File: src/rtl/adim_kontrol_if.sv
// Button/result bundle between the cursor controller and its surroundings.
// slave = the controller itself; master = whoever drives buttons and the checker result.
interface adim_kontrol_if;
    logic       sag_btn;
    logic       asagi_btn;
    logic       onay_btn;
    logic       tahmin_dogru;
    logic [1:0] sag_adim;
    logic [1:0] asagi_adim;
    logic       gecerli;
    logic       son_dogru;
    logic [3:0] skor;
    logic [3:0] deneme;
    logic       oyun_bitti;
    logic [1:0] durum;

    // Handshake: gecerli marks the single cycle in which sag_adim/asagi_adim are
    // frozen and tahmin_dogru is consumed; there is no back-pressure.
    modport slave (
        input  sag_btn, asagi_btn, onay_btn, tahmin_dogru,
        output sag_adim, asagi_adim, gecerli, son_dogru, skor, deneme, oyun_bitti, durum
    );

    modport master (
        output sag_btn, asagi_btn, onay_btn, tahmin_dogru,
        input  sag_adim, asagi_adim, gecerli, son_dogru, skor, deneme, oyun_bitti, durum
    );
endinterface

File: src/rtl/adim_kontrol.sv
// Cursor/round controller for the 4x4 number-guess game.
// Optional macro ADIM_DEBOUNCE_EN inserts a counter debounce filter on each button.
module adim_kontrol #(
    parameter int MAX_DENEME      = 8,
    parameter bit SARMA           = 1'b1,
    parameter int DEBOUNCE_CYCLES = 16
) (
    input  logic          clk,
    input  logic          rst_n,
    adim_kontrol_if.slave bus
);

    typedef enum logic [1:0] {
        HAREKET = 2'd0,
        KILIT   = 2'd1,
        SONUC   = 2'd2,
        BITTI   = 2'd3
    } durum_t;

    localparam logic [3:0] MAX_D = 4'(MAX_DENEME);

    if (MAX_DENEME < 1 || MAX_DENEME > 15 || DEBOUNCE_CYCLES < 2 || DEBOUNCE_CYCLES > 255) begin : g_param_hata
        $error("adim_kontrol: parameter out of legal range");
    end

    // Bit order everywhere: [0]=right, [1]=down, [2]=confirm.
    logic [2:0] ham;
    logic [2:0] senk1, senk2, onceki, seviye, darbe;

    assign ham = {bus.onay_btn, bus.asagi_btn, bus.sag_btn};

    always_ff @(posedge clk or negedge rst_n) begin
        if (!rst_n) begin
            senk1  <= '0;
            senk2  <= '0;
            onceki <= '0;
        end else begin
            senk1  <= ham;
            senk2  <= senk1;
            onceki <= seviye;
        end
    end

`ifdef ADIM_DEBOUNCE_EN
    localparam logic [7:0] DB_SON = 8'(DEBOUNCE_CYCLES - 1);

    logic [2:0] filtre;
    logic [7:0] sayac [3];

    // Filtered level flips only after DEBOUNCE_CYCLES consecutive disagreeing samples.
    always_ff @(posedge clk or negedge rst_n) begin
        if (!rst_n) begin
            filtre <= '0;
            for (int i = 0; i < 3; i++) sayac[i] <= '0;
        end else begin
            for (int i = 0; i < 3; i++) begin
                if (senk2[i] != filtre[i]) begin
                    if (sayac[i] == DB_SON) begin
                        filtre[i] <= senk2[i];
                        sayac[i]  <= '0;
                    end else begin
                        sayac[i]  <= sayac[i] + 8'd1;
                    end
                end else begin
                    sayac[i] <= '0;
                end
            end
        end
    end

    assign seviye = filtre;
`else
    assign seviye = senk2;
`endif

    assign darbe = seviye & ~onceki;

    function automatic logic [1:0] adim_art(input logic [1:0] v);
        if (SARMA) return v + 2'd1;
        else       return (v == 2'd3) ? v : v + 2'd1;
    endfunction

    durum_t     durum, durum_d;
    logic [1:0] sag_q, asagi_q, sag_d, asagi_d;
    logic       son_q, son_d;
    logic [3:0] skor_q, skor_d, deneme_q, deneme_d, deneme_art;
    logic       gecerli, oyun_bitti;

    assign deneme_art = deneme_q + 4'd1;

    // State register.
    always_ff @(posedge clk or negedge rst_n) begin
        if (!rst_n) durum <= HAREKET;
        else        durum <= durum_d;
    end

    // Next-state logic.
    always_comb begin
        durum_d = durum;
        case (durum)
            HAREKET: if (darbe[2]) durum_d = KILIT;
            KILIT:   durum_d = (deneme_art == MAX_D) ? BITTI : SONUC;
            SONUC:   if (|darbe) durum_d = HAREKET;
            BITTI:   durum_d = BITTI;
            default: durum_d = HAREKET;
        endcase
    end

    // Output logic: flags plus next values of the coordinate/score registers.
    always_comb begin
        sag_d      = sag_q;
        asagi_d    = asagi_q;
        son_d      = son_q;
        skor_d     = skor_q;
        deneme_d   = deneme_q;
        gecerli    = (durum == KILIT);
        oyun_bitti = (durum == BITTI);
        case (durum)
            HAREKET: begin
                // A confirm in the same cycle discards any move.
                if (!darbe[2]) begin
                    if (darbe[0]) sag_d   = adim_art(sag_q);
                    if (darbe[1]) asagi_d = adim_art(asagi_q);
                end
            end
            KILIT: begin
                son_d    = bus.tahmin_dogru;
                skor_d   = skor_q + {3'b000, bus.tahmin_dogru};
                deneme_d = deneme_art;
            end
            SONUC: begin
                if (|darbe) begin
                    sag_d   = 2'd0;
                    asagi_d = 2'd0;
                end
            end
            default: ;
        endcase
    end

    always_ff @(posedge clk or negedge rst_n) begin
        if (!rst_n) begin
            sag_q    <= '0;
            asagi_q  <= '0;
            son_q    <= 1'b0;
            skor_q   <= '0;
            deneme_q <= '0;
        end else begin
            sag_q    <= sag_d;
            asagi_q  <= asagi_d;
            son_q    <= son_d;
            skor_q   <= skor_d;
            deneme_q <= deneme_d;
        end
    end

    assign bus.sag_adim   = sag_q;
    assign bus.asagi_adim = asagi_q;
    assign bus.gecerli    = gecerli;
    assign bus.son_dogru  = son_q;
    assign bus.skor       = skor_q;
    assign bus.deneme     = deneme_q;
    assign bus.oyun_bitti = oyun_bitti;
    assign bus.durum      = durum;

endmodule

File: src/flat_wrapper.sv
// flat-port wrapper written by rule: the top's interface ports become plain ports
module adim_kontrol_flat 
#(
    parameter int MAX_DENEME      = 8,
    parameter bit SARMA           = 1'b1,
    parameter int DEBOUNCE_CYCLES = 16
)
  (clk, rst_n, bus_sag_btn, bus_asagi_btn, bus_onay_btn, bus_tahmin_dogru, bus_sag_adim, bus_asagi_adim, bus_gecerli, bus_son_dogru, bus_skor, bus_deneme, bus_oyun_bitti, bus_durum);
  adim_kontrol_if bus_i ();
  input  logic clk;
  input  logic rst_n;
  input wire logic [$bits(bus_i.sag_btn)-1:0] bus_sag_btn;
  input wire logic [$bits(bus_i.asagi_btn)-1:0] bus_asagi_btn;
  input wire logic [$bits(bus_i.onay_btn)-1:0] bus_onay_btn;
  input wire logic [$bits(bus_i.tahmin_dogru)-1:0] bus_tahmin_dogru;
  output wire logic [$bits(bus_i.sag_adim)-1:0] bus_sag_adim;
  output wire logic [$bits(bus_i.asagi_adim)-1:0] bus_asagi_adim;
  output wire logic [$bits(bus_i.gecerli)-1:0] bus_gecerli;
  output wire logic [$bits(bus_i.son_dogru)-1:0] bus_son_dogru;
  output wire logic [$bits(bus_i.skor)-1:0] bus_skor;
  output wire logic [$bits(bus_i.deneme)-1:0] bus_deneme;
  output wire logic [$bits(bus_i.oyun_bitti)-1:0] bus_oyun_bitti;
  output wire logic [$bits(bus_i.durum)-1:0] bus_durum;
  assign bus_i.sag_btn = bus_sag_btn;
  assign bus_i.asagi_btn = bus_asagi_btn;
  assign bus_i.onay_btn = bus_onay_btn;
  assign bus_i.tahmin_dogru = bus_tahmin_dogru;
  assign bus_sag_adim = bus_i.sag_adim;
  assign bus_asagi_adim = bus_i.asagi_adim;
  assign bus_gecerli = bus_i.gecerli;
  assign bus_son_dogru = bus_i.son_dogru;
  assign bus_skor = bus_i.skor;
  assign bus_deneme = bus_i.deneme;
  assign bus_oyun_bitti = bus_i.oyun_bitti;
  assign bus_durum = bus_i.durum;
  adim_kontrol #(.MAX_DENEME(MAX_DENEME), .SARMA(SARMA), .DEBOUNCE_CYCLES(DEBOUNCE_CYCLES)) u_core (.clk(clk), .rst_n(rst_n), .bus(bus_i));
endmodule
File: config.mk
export PLATFORM = sky130hd
export DESIGN_NAME = adim_kontrol_flat
export DESIGN_NICKNAME = d
export VERILOG_FILES = /design/src/rtl/adim_kontrol_if.sv /design/src/rtl/adim_kontrol.sv /design/src/flat_wrapper.sv
export SDC_FILE = /design/constraint.sdc
export NUM_CORES = 1
export LEC_CHECK = 0
export ABC_CLOCK_PERIOD_IN_PS = 3200
export CORE_ASPECT_RATIO = 1.2
export CORE_MARGIN = 2
export CORE_UTILIZATION = 25
export DETAILED_ROUTE_END_ITERATION = 7
export GPL_ROUTABILITY_DRIVEN = 0
export PLACE_DENSITY = 0.51
export SYNTH_ARGS = -nofsm -noshare
export SYNTH_HDL_FRONTEND = slang
export SYNTH_SLANG_ARGS = --single-unit
File: constraint.sdc
create_clock -name clk -period 3.2 [get_ports clk]
set_clock_uncertainty 0.1 [all_clocks]
set_input_delay 0.64 -clock clk [delete_from_list [all_inputs] [get_ports clk]]
set_output_delay 0.64 -clock clk [all_outputs]
set_load 0.01 [all_outputs]
# Yosys cells after proc, flatten, opt, wreduce, memory -nomap -nowiden
# Cells that the tools add are included.
word_totals:
  ff_bits: 24
  out_inout_bits: 17
  wordCells: 40
op_classes:
  add_sub_neg: 4
  n_eq_ne: 9
  muxes: 10
  bitwise: 2
  n_reduce_logical: 6
op_table:
  columns: ["operator", "n"]
  rows:
  - ["2-bit 2-to-1 mux", 6]
  - ["2-bit by 1-bit != test with 1-bit output, second input constant", 4]
  - ["2-bit case mux with 2 select lines", 2]
  - ["2-bit case mux with 4 select lines", 1]
  - ["4-bit AND reduction", 2]
  - ["2-bit by 1-bit adder with 2-bit output, second input constant", 2]
  - ["4-bit by 1-bit adder with 4-bit output", 1]
  - ["4-bit by 1-bit adder with 4-bit output, second input constant", 1]
  - ["2-bit equality test, second input constant", 2]
  - ["4-bit equality test, second input constant", 1]
  - ["3-bit AND", 1]
  - ["3-bit NOT", 1]
  - ["3-bit OR reduction", 1]
  - ["2-bit by 1-bit equality test with 1-bit output, second input constant", 1]
  - ["2-bit logical NOT", 1]
  - ["2-bit != test, second input constant", 1]
  - ["2-bit AND reduction", 1]
  - ["2-bit nonzero test", 1]
  - ["1-bit 2-to-1 mux", 1]

# Depth between registers and ports, before layout
# Gate-level depths: netlist of run 1.
depth:
  depth_word: 5
  depth_mapped: 5
  ltp_nobuf: 4

# Worst setup path after synthesis of run 1
# No wires, ideal clock.
synth_path:
  kind: "register -> output"
  from: "reg u_core.durum[0] (netlist: u_core.bus.durum[0])"
  to: "out bus_oyun_bitti"
  arrival_time_ns: 0.857
  path_slack_ns: 1.603
  stages_incl_launch_ff: 3
  path_buffers: 1
  cell_sequence: "dfrtp_1 > clkbuf_1 > and2_2"
synth_via:
  elab_chain_cells: 1
synth_rtl:
  columns: ["element", "line", "source"]
  rows:
  - ["start: declaration", "adim_kontrol.sv:83", "durum_t durum, durum_d;"]
  - ["start signal: assignment", "adim_kontrol.sv:94", "else durum <= durum_d;"]
  - ["2-bit equality test", "adim_kontrol.sv:117", "oyun_bitti = (durum == BITTI);"]
  - ["end: declaration", "flat_wrapper.sv:22", "output wire logic [$bits(bus_i.oyun_bitti)-1:0] bus_oyun_bitti;"]
# Every way passes these cells.

# Worst setup path in the final report of run 1
layout_path:
  from: "reg u_core.durum[0] (netlist: u_core.bus.durum[0])"
  to: "out bus_gecerli"
layout_via:
  elab_chain_cells: 1
layout_rtl:
  columns: ["element", "line", "source"]
  rows:
  - ["2-bit by 1-bit equality test with 1-bit output", "adim_kontrol.sv:116", "gecerli = (durum == KILIT);"]
  - ["end: declaration", "flat_wrapper.sv:18", "output wire logic [$bits(bus_i.gecerli)-1:0] bus_gecerli;"]
# Every way passes these cells.

==> reports/qor.csv, run 1 <==
stage,metric,value,unit
worst_hold_path,Hold Startpoint,u_core.senk1[2],
cts,CTS root buf,clkbuf_8,
critical_path,Reg2Reg Capture Point,u_core.bus.skor[0],
power_and_ir_drop,Sw Ratio,33.42,%
worst_hold_path,hold path cells,0,
synthesis,#FFs+latches synth,24,
cells_and_area,Multi-input gate area,432.9,um2
critical_path,worst r2r src,u_core.bus.durum[0],
cts,buffer count from post-CTS setup fixing,0,
cells_and_area,n_diodes,0,
job,MaxCap Viol Count,0,
detailed_routing,DRC,0,
synthesis,Synth Area per Inst,13.39,um2
synthesis,Synth cell types,31,
die,row count,26,
die,total die area,4826,um2
die,DIE HEIGHT,75.70,um
global_route,number of global-route vias before repair,629,
sta,Worst slew margin,74.88,%
power_and_ir_drop,internal power,0.9031,mW
sta,Period minus WS final,2600,ps
die,Die Width,63.75,um
detailed_routing,via count,672,
cells_and_area,"commonest cells after routing, fill and taps aside","dfrtp_1 (24), clkdlybuf4s50_1 (22), o21ai_0 (4), nor2_1 (4), ha_1 (4)",
sta,unrepaired setup endpoints after global routing,false,
sta,Final setup viols,0,
worst_hold_path,WHS Endpoint,u_core.senk2[2],
cells_and_area,"most common cell after layout, fill and taps aside",dfrtp_1,
cts,CTS-repair resized insts,0,
power_and_ir_drop,Peak VDD IR,332.0,uV
die,core area,4197,um2
synthesis,sequential fraction of the synthesis area,56.07,%
global_route,grt total ovfl,0,
power_and_ir_drop,sequential share of power,41.0,%
worst_hold_path,Min-Delay Path Class,reg -> reg,
critical_path,CP endpoint kind,output port,
critical_path,Crit-path slowest cell,clkdlybuf4s50_1,
global_route,Total Routing Usage GR,7.863,%
sta,worst hold slack,255.8,ps
cts,CTS Buf Count,3,
critical_path,startpoint types,flop,
detailed_routing,post-route antenna net violation count,0,
detailed_routing,Routed WL,1720,um
critical_path,Crit path buffers/inverters,1,
critical_path,Crit Path Category,reg -> out,
cells_and_area,Syn-to-layout area delta,31.66,%
sta,"Period Utilization, post-route",81.26,%
sta,maximum clock rate,0.3846,GHz
power_and_ir_drop,Pwr Density,961.8,nW/um2
power_and_ir_drop,Clk pwr share,19.5,%
global_route,global-route wire length before repair,2925,um
cts,"CTS clk-pin slew, worst paths",90,ps
critical_path,CP top delay family,buffers and inverters,
power_and_ir_drop,Psw,0.4532,mW
synthesis,mapped cell area,1071,um2
cells_and_area,Post-layout nets,115,
placement,DP Area,1339,um2
cts,Worst-Skew Late Latency,260,ps
critical_path,flop2flop setup slack,1630,ps
critical_path,CP Data Required Time,2460,ps
placement,number of I/O port buffers,22,
global_route,initial antenna violation count,0,
sta,Final Max Tran Viols,0,
power_and_ir_drop,LEAKAGE,0.5937,nW
critical_path,crit path cell chain,nor2b_4 -> clkdlybuf4s50_1,
cts,TritonCTS Sinks,24,
status,run status,finished clean,
cts,Longest Clk Path Bufs,2,
cells_and_area,Finished Cell Area,1410,um2
global_route,largest net degree at the start of global routing,25,
synthesis,Syn Nets,90,
synthesis,Gate Count Post-Synth,80,
critical_path,critical path arrival,1860,ps
detailed_routing,via density per instance,4.200,
detailed_routing,routed len/inst,10.75,um
cells_and_area,Final Util,33.60,%
detailed_routing,DRT Pass-1 Iters,4,
sta,final hold vios,0,
cts,"Hold-fix buffers, CTS",0,
cells_and_area,share of cells above drive strength 1,18.27,%
cells_and_area,Reg area,600.6,um2
sta,setup TNS,0,ps
cts,CTS tree,done,
power_and_ir_drop,combinational share of power,39.5,%
critical_path,crit-path max cell delay,610,ps
synthesis,Ys Warns,0,
cells_and_area,Layout fillers,429,
critical_path,reg2reg path depth,2,
die,io pins,23,
cts,CTS H-tree lvls,1,
critical_path,CP Max Fanout,12,
die,Initial Util,25.52,%
power_and_ir_drop,Total Power,1.356,mW
sta,Worst-Margin Slew,376.0,ps
detailed_routing,1st-iter DRT viols,26,
[power groups by stage]
stage	clock network (mW)	registers (mW)	logic (mW)
after floorplan	0	0.559	0.308
after global placement	0	0.555	0.540
after detailed placement	0	0.561	0.544
after CTS	0.270	0.558	0.547
after global routing	0.292	0.577	0.594
final	0.264	0.556	0.536
[through the flow]
stage,setup WS [ps],std cells
floorplan,1603,80
global placement,916.3,156
detailed placement,892.8,156
CTS,585.3,160
global route,491.6,160
finish,599.6,160
[registers in the layout, summed over array words and instances, names as in the netlist]
name	cells
u_core.bus.asagi_adim	2
u_core.bus.deneme	4
u_core.bus.durum	2
u_core.bus.sag_adim	2
u_core.bus.skor	4
u_core.bus.son_dogru	1
u_core.onceki	3
u_core.senk1	3
u_core.senk2	3
[logic make-up after synthesis]
logic type | after synthesis | synth area share, %
flops | 24 | 56.08
simple gates | 22 | 15.77
compound gates | 13 | 7.243
xor+xnor | 6 | 6.309
mux | 6 | 6.425
buf+inv | 5 | 3.504
fa+ha+maj | 4 | 4.673
[worst max path at each step]
| stage | from | to | slack (ps) | depth (start not counted) |
|---|---|---|---|---|
| finish | u_core.bus.durum[0] | bus_gecerli | 600 | 2 |
| global route | u_core.bus.durum[0] | bus_gecerli | 490 | 2 |
| CTS | u_core.bus.durum[0] | bus_gecerli | 590 | 2 |
| detailed placement | u_core.bus.durum[0] | bus_gecerli | 890 | 2 |
| global placement | u_core.bus.durum[0] | bus_gecerli | 920 | 2 |
| floorplan | u_core.bus.durum[0] | bus_oyun_bitti | 1600 | 2 |
[synth_stat cells, drive strengths merged]
master	number	area, um2
xnor2	5	58.81
buf	2	26.27
a22oi	2	15.01
nand3	2	10.01
nor2	5	26.27
o21ai	4	20.02
o22ai	2	12.51
clkbuf	1	3.750
a31oi	1	6.260
nand2	3	11.26
dfrtp	24	600.6
and2b	2	17.52
a21oi	3	15.01
inv	2	7.510
and2	1	7.510
nand4bb	1	11.26
nor3	2	10.01
ha	4	50.05
mux2	4	48.79
nand4	3	48.80
a31o	1	8.760
mux2i	2	20.02
nor2b	2	20.02
xor2	1	8.760
nand2b	1	6.260
[final cells by class]
type,count,share of cell area (%)
Clock buffer,3,2.928
Clock inverter,1,2.130
Inverter,2,0.5324
Multi-Input combinational cell,51,30.70
Sequential cell,24,42.59
Tap cell,56,4.969
Timing Repair Buffer,23,16.15
[per-layer routing]
| layer | GRT usage [%] | share of wire, % | routed length, um |
|---|---|---|---|
| met5 | 0 | 0 | 0 |
| met3 | 2.511 | 5.6 | 96 |
| met4 | 3.623 | 0.76 | 13 |
| met1 | 10.15 | 47 | 802 |
| met2 | 12.16 | 47 | 807 |
No activity file was read; power rests on OpenSTA's default activity.
==> inputs of run 2 (changes only) <==
--- a/config.mk
+++ b/config.mk
@@ -5,7 +5,7 @@
 export SDC_FILE = /design/constraint.sdc
 export NUM_CORES = 1
 export LEC_CHECK = 0
-export ABC_CLOCK_PERIOD_IN_PS = 3200
+export ABC_CLOCK_PERIOD_IN_PS = 2400
 export CORE_ASPECT_RATIO = 1.2
 export CORE_MARGIN = 2
 export CORE_UTILIZATION = 25
==> constraint.sdc (replaced) <==
create_clock -name clk -period 2.4 [get_ports clk]
set_clock_uncertainty 0.1 [all_clocks]
set_input_delay 0.48 -clock clk [delete_from_list [all_inputs] [get_ports clk]]
set_output_delay 0.48 -clock clk [all_outputs]
set_load 0.01 [all_outputs]
==> run 2 against run 1 <==
  * Cell area up 0.53%
  * First-iteration DRC count up 7.7%
  * Routed wire length up 1.2%
  * Largest power group unchanged
  * Register-to-register slack worse by 790 ps
  * Worst hold slack about the same
  * Critical path type unchanged
  * Highest routed layer unchanged
  * Die area unchanged
  * Largest cell class unchanged
  * Critical path depth unchanged
==> reports/qor.csv, run 2 (synthesis gave the netlist of run 1 again) <==
stage,metric,value,unit,change
global_route,Total Routing Usage GR,7.865,%,about the same
cts,TritonCTS Sinks,24,,unchanged
critical_path,critical path arrival,1600,ps,-260 ps
detailed_routing,via count,686,,+2.1%
die,total die area,4826,um2,unchanged
cells_and_area,"commonest cells after routing, fill and taps aside","dfrtp_1 (24), clkdlybuf4s50_1 (22), o21ai_0 (4), nor2_1 (4), ha_1 (4)",,
detailed_routing,routed len/inst,10.81,um,+0.59%
sta,Final Max Tran Viols,0,,unchanged
die,row count,26,,unchanged
cells_and_area,Post-layout nets,116,,+0.87%
cts,Worst-Skew Late Latency,260,ps,about the same
critical_path,Crit Path Category,reg -> out,,
die,Initial Util,25.52,%,unchanged
cts,CTS root buf,clkbuf_8,,
global_route,number of global-route vias before repair,653,,+3.8%
power_and_ir_drop,LEAKAGE,0.5989,nW,+0.88%
critical_path,worst r2r src,u_core.bus.durum[0],,
placement,Cells after DPL,157,,+0.64%
critical_path,CP endpoint kind,output port,,
placement,DP Area,1346,um2,+0.56%
cts,CTS Buf Count,3,,unchanged
cells_and_area,Syn-to-layout area delta,32.36,%,
detailed_routing,post-route antenna net violation count,0,,unchanged
sta,Final WS setup,217.1,ps,-382.5 ps
sta,Period minus WS final,2183,ps,
job,MaxCap Viol Count,0,,unchanged
cells_and_area,n_diodes,0,,unchanged
sta,setup TNS,0,ps,unchanged
die,io pins,23,,unchanged
cts,CTS-repair resized insts,0,,unchanged
global_route,global-route wire length before repair,2967,um,+1.4%
critical_path,CP Max Fanout,12,,unchanged
cells_and_area,Layout fillers,424,,-1.2%
sta,unrepaired setup endpoints after global routing,false,,
critical_path,CP Data Required Time,1820,ps,-640 ps
global_route,grt total ovfl,0,,unchanged
placement,DP HPWL,1216,um,
power_and_ir_drop,Pwr Density,1285,nW/um2,+34%
status,run status,finished clean,,
global_route,initial antenna violation count,0,,unchanged
die,DIE HEIGHT,75.70,um,unchanged
cells_and_area,"most common cell after layout, fill and taps aside",dfrtp_1,,
sta,"Period Utilization, post-route",90.96,%,
cts,buffer count from post-CTS setup fixing,0,,unchanged
cts,CTS H-tree lvls,1,,unchanged
sta,Final setup viols,0,,unchanged
cells_and_area,Finished Cell Area,1418,um2,+0.53%
detailed_routing,DRT Pass-1 Iters,4,,unchanged
critical_path,startpoint types,flop,,
detailed_routing,via density per instance,4.261,,+1.4%
sta,final hold vios,0,,unchanged
die,core area,4197,um2,unchanged
cts,"Hold-fix buffers, CTS",0,,unchanged
sta,Worst slew margin,75.35,%,+0.47 points
placement,Place WS,491.1,ps,-401.7 ps
critical_path,crit path launch,u_core.bus.durum[0],,
cells_and_area,final non-filler cell total,161,,+0.63%
detailed_routing,1st-iter DRT viols,28,,+7.7%
die,Die Width,63.75,um,unchanged
detailed_routing,DRC,0,,unchanged
sta,maximum clock rate,0.4581,GHz,
worst_hold_path,Hold Startpoint,u_core.senk1[1],,
cells_and_area,share of cells above drive strength 1,19.05,%,+0.78 points
global_route,largest net degree at the start of global routing,25,,unchanged
power_and_ir_drop,Peak VDD IR,464.7,uV,+40%
worst_hold_path,Min-Delay Path Class,reg -> reg,,
sta,Worst-Margin Slew,369.8,ps,-6.250 ps
cts,"CTS clk-pin slew, worst paths",90,ps,about the same
detailed_routing,Routed WL,1741,um,+1.2%
cts,Longest Clk Path Bufs,2,,unchanged
cts,CTS tree,done,,
placement,number of I/O port buffers,22,,unchanged
run 2: changes by cell type in the layout (fill, tap and decap cells not counted):
cell   before  now
buf_4       1    2
run 2: critical path, stage by stage, from the launching register on:
cell,delay [ps]
dfrtp_1,550
nor2b_4,230
clkdlybuf4s50_1,560
run 2: layer usage:
metal / wire length [um] / GRT usage, %
met5: 0 / 0
met2: 806 / 13.22
met4: 13 / 3.623
met1: 816 / 9.506
met3: 104 / 2.216
run 2: path summary, 6_finish.rpt:
kind	end	slack, ps	cells after the start
setup / recovery	bus_gecerli	220	2
hold / removal	u_core.senk2[1]	260	0
setup reg to reg	u_core.bus.skor[1]	840	3
hold reg to reg	u_core.senk2[1]	260	0
max in group asynchronous	u_core.senk2[0]	1500	2
min in group asynchronous	u_core.bus.skor[3]	460	2
run 2: through the flow:
step / hold WS [ps] / total power [mW] / util, %
global route: 268.3 / 1.941 / 33.78
CTS: 257.9 / 1.841 / 33.78
global placement: 234.3 / 1.473 / 32.08
finish: 255.9 / 1.822 / 33.78
floorplan: 84.41 / 1.156 / -
detailed placement: 237.8 / 1.485 / 32.08
run 2: layout make-up:
cell class	instances	area [um2]	area share [%]
Multi-Input combinational cell	51	432.9	30.54
Tap cell	56	70.07	4.943
Timing Repair Buffer	24	235.2	16.59
Sequential cell	24	600.6	42.37
Inverter	2	7.507	0.5296
Clock inverter	1	30.03	2.118
Clock buffer	3	41.29	2.913
run 2: power by group:
part / total, mW / switching, mW / internal (mW) / leakage (nW)
Clock: 0.353 / 0.130 / 0.223 / 0.0357
Sequential: 0.743 / 0.205 / 0.537 / 0.287
Combinational: 0.727 / 0.273 / 0.453 / 0.276
==> inputs of run 3 (changes only) <==
--- a/config.mk
+++ b/config.mk
@@ -5,12 +5,13 @@
 export SDC_FILE = /design/constraint.sdc
 export NUM_CORES = 1
 export LEC_CHECK = 0
+export ABC_AREA = 0
 export ABC_CLOCK_PERIOD_IN_PS = 2400
 export CORE_ASPECT_RATIO = 1.2
 export CORE_MARGIN = 2
 export CORE_UTILIZATION = 25
+export CTS_BUF_LIST = sky130_fd_sc_hd__clkbuf_16
 export DETAILED_ROUTE_END_ITERATION = 7
-export GPL_ROUTABILITY_DRIVEN = 0
 export PLACE_DENSITY = 0.51
 export SYNTH_ARGS = -nofsm -noshare
 export SYNTH_HDL_FRONTEND = slang
==> run 3 against run 2 <==
  * Clock power rose by 33%
  * Critical path type unchanged
  * Power up 6.4%
  * Sequential power about the same
  * Utilization increased by 0.81 points
  * Highest routed layer unchanged
  * Largest cell class unchanged
  * Count of clock-buffer cells in the layout unchanged
  * Maximum frequency increased by 0.72%
  * Sequential share of layout area down 0.99 points
  * Die area unchanged
  * Routed wire length down 1.6%
==> reports/qor.csv, run 3 (synthesis gave the netlist of run 1 again) <==
stage,metric,value,unit,change
cts,CTS Buf Count,3,,unchanged
sta,Period minus WS final,2167,ps,-15.67 ps
sta,"Period Utilization, post-route",90.30,%,-0.65 points
detailed_routing,via density per instance,4.199,,-1.5%
die,io pins,23,,unchanged
critical_path,CP Max Fanout,12,,unchanged
die,DIE HEIGHT,75.70,um,unchanged
die,row count,26,,unchanged
detailed_routing,1st-iter DRT viols,29,,+3.6%
cells_and_area,Multi-input gate area,432.9,um2,unchanged
detailed_routing,via count,676,,-1.5%
critical_path,critical path arrival,1590,ps,about the same
cells_and_area,share of cells above drive strength 1,19.05,%,unchanged
cts,CTS root buf,clkbuf_16,,
global_route,initial antenna violation count,0,,unchanged
placement,number of I/O port buffers,22,,unchanged
die,Initial Util,25.52,%,unchanged
sta,Worst slew margin,75.47,%,+0.12 points
critical_path,crit path launch,u_core.bus.durum[0],,
die,total die area,4826,um2,unchanged
sta,Worst-Margin Slew,367.9,ps,-1.840 ps
worst_hold_path,Hold Startpoint,u_core.senk1[1],,
job,MaxCap Viol Count,0,,unchanged
sta,setup TNS,0,ps,unchanged
cells_and_area,Final Util,34.59,%,+0.81 points
sta,worst hold slack,250.5,ps,-5.428 ps
cells_and_area,Finished Cell Area,1451,um2,+2.4%
sta,final hold vios,0,,unchanged
sta,Final Max Tran Viols,0,,unchanged
cells_and_area,"commonest cells after routing, fill and taps aside","dfrtp_1 (24), clkdlybuf4s50_1 (22), o21ai_0 (4), nor2_1 (4), ha_1 (4)",,
die,core area,4197,um2,unchanged
placement,Cells after DPL,157,,unchanged
global_route,grt total ovfl,0,,unchanged
detailed_routing,post-route antenna net violation count,0,,unchanged
cells_and_area,"most common cell after layout, fill and taps aside",dfrtp_1,,
detailed_routing,DRC,0,,unchanged
sta,Final setup viols,0,,unchanged
cells_and_area,n_diodes,0,,unchanged
cts,Longest Clk Path Bufs,2,,unchanged
global_route,Total Routing Usage GR,7.705,%,-0.16 points
sta,maximum clock rate,0.4614,GHz,+0.72%
cells_and_area,Syn-to-layout area delta,35.51,%,
power_and_ir_drop,Peak VDD IR,546.6,uV,+18%
cts,CTS-repair resized insts,0,,unchanged
critical_path,startpoint types,flop,,
placement,Placer Congestion,0.7305,,
placement,DP HPWL,1216,um,unchanged
power_and_ir_drop,Total Power,1.939,mW,+6.4%
power_and_ir_drop,Pwr Density,1336,nW/um2,+3.9%
cts,Worst-Skew Late Latency,250,ps,about the same
global_route,largest net degree at the start of global routing,25,,unchanged
critical_path,CP endpoint kind,output port,,
detailed_routing,routed len/inst,10.64,um,-1.6%
placement,Place WS,491.1,ps,unchanged
cts,buffer count from post-CTS setup fixing,0,,unchanged
cts,TritonCTS Sinks,24,,unchanged
global_route,number of global-route vias before repair,641,,-1.8%
die,Die Width,63.75,um,unchanged
cells_and_area,Post-layout nets,116,,unchanged
global_route,global-route wire length before repair,2939,um,-0.94%
cells_and_area,Reg area,600.6,um2,unchanged
sta,unrepaired setup endpoints after global routing,false,,
cts,"Hold-fix buffers, CTS",0,,unchanged
detailed_routing,DRT Pass-1 Iters,4,,unchanged
critical_path,CP Data Required Time,1820,ps,about the same
worst_hold_path,Min-Delay Path Class,reg -> reg,,
cts,CTS tree,done,,
critical_path,Crit Path Category,reg -> out,,
cells_and_area,Layout fillers,419,,-1.2%
critical_path,worst r2r src,u_core.bus.durum[0],,
cells_and_area,final non-filler cell total,161,,unchanged
detailed_routing,Routed WL,1713,um,-1.6%
cts,"CTS clk-pin slew, worst paths",60,ps,-30 ps
status,run status,finished clean,,
power_and_ir_drop,LEAKAGE,0.6143,nW,+2.6%
cts,CTS H-tree lvls,1,,unchanged
sta,Final WS setup,232.7,ps,+15.67 ps
placement,DP Area,1346,um2,unchanged
## run 3: cell types whose count changed in the layout (fill, tap and decap cells not counted)
| cell | before | now |
|---|---|---|
| clkbuf_8 | 3 | 0 |
| clkbuf_16 | 0 | 3 |
## run 3: worst max-delay path, cell delays in order (launching register included)
cell             delay [ps]
dfrtp_1                 540
nor2b_4                 240
clkdlybuf4s50_1         560
## run 3: path summary, 6_finish.rpt
| path | cells past startpoint | to | slack (ps) |
|---|---|---|---|
| setup / recovery | 2 | bus_gecerli | 230 |
| hold / removal | 0 | u_core.senk2[1] | 250 |
| setup reg to reg | 3 | u_core.bus.skor[1] | 840 |
| hold reg to reg | 0 | u_core.senk2[1] | 250 |
| max in group asynchronous | 2 | u_core.bus.durum[1] | 1490 |
| min in group asynchronous | 2 | u_core.bus.skor[3] | 480 |
## run 3: power breakdown
group,internal [mW],switching (mW),total [mW],leakage (nW)
sequential,0.538,0.205,0.744,0.287
clock,0.331,0.138,0.469,0.0511
combinational,0.453,0.272,0.726,0.276
total,1.32,0.616,1.94,0.614
## run 3: area by class of cell
cell class | instances | share of cell area (%)
clock buffers | 3 | 5.172
flip-flops and latches | 24 | 41.38
inverters | 2 | 0.5172
repair buffers | 24 | 16.21
clock inverters | 1 | 2.069
multi-input cells | 51 | 29.83
well taps | 56 | 4.828
## run 3: routing by layer
layer	vias to the layer above	GRT usage (%)	wire length, um
met4	0	2.899	13
met3	2	1.773	95
li1	329	-	-
met2	17	13.22	806
met1	328	9.599	797
met5	-	0	0
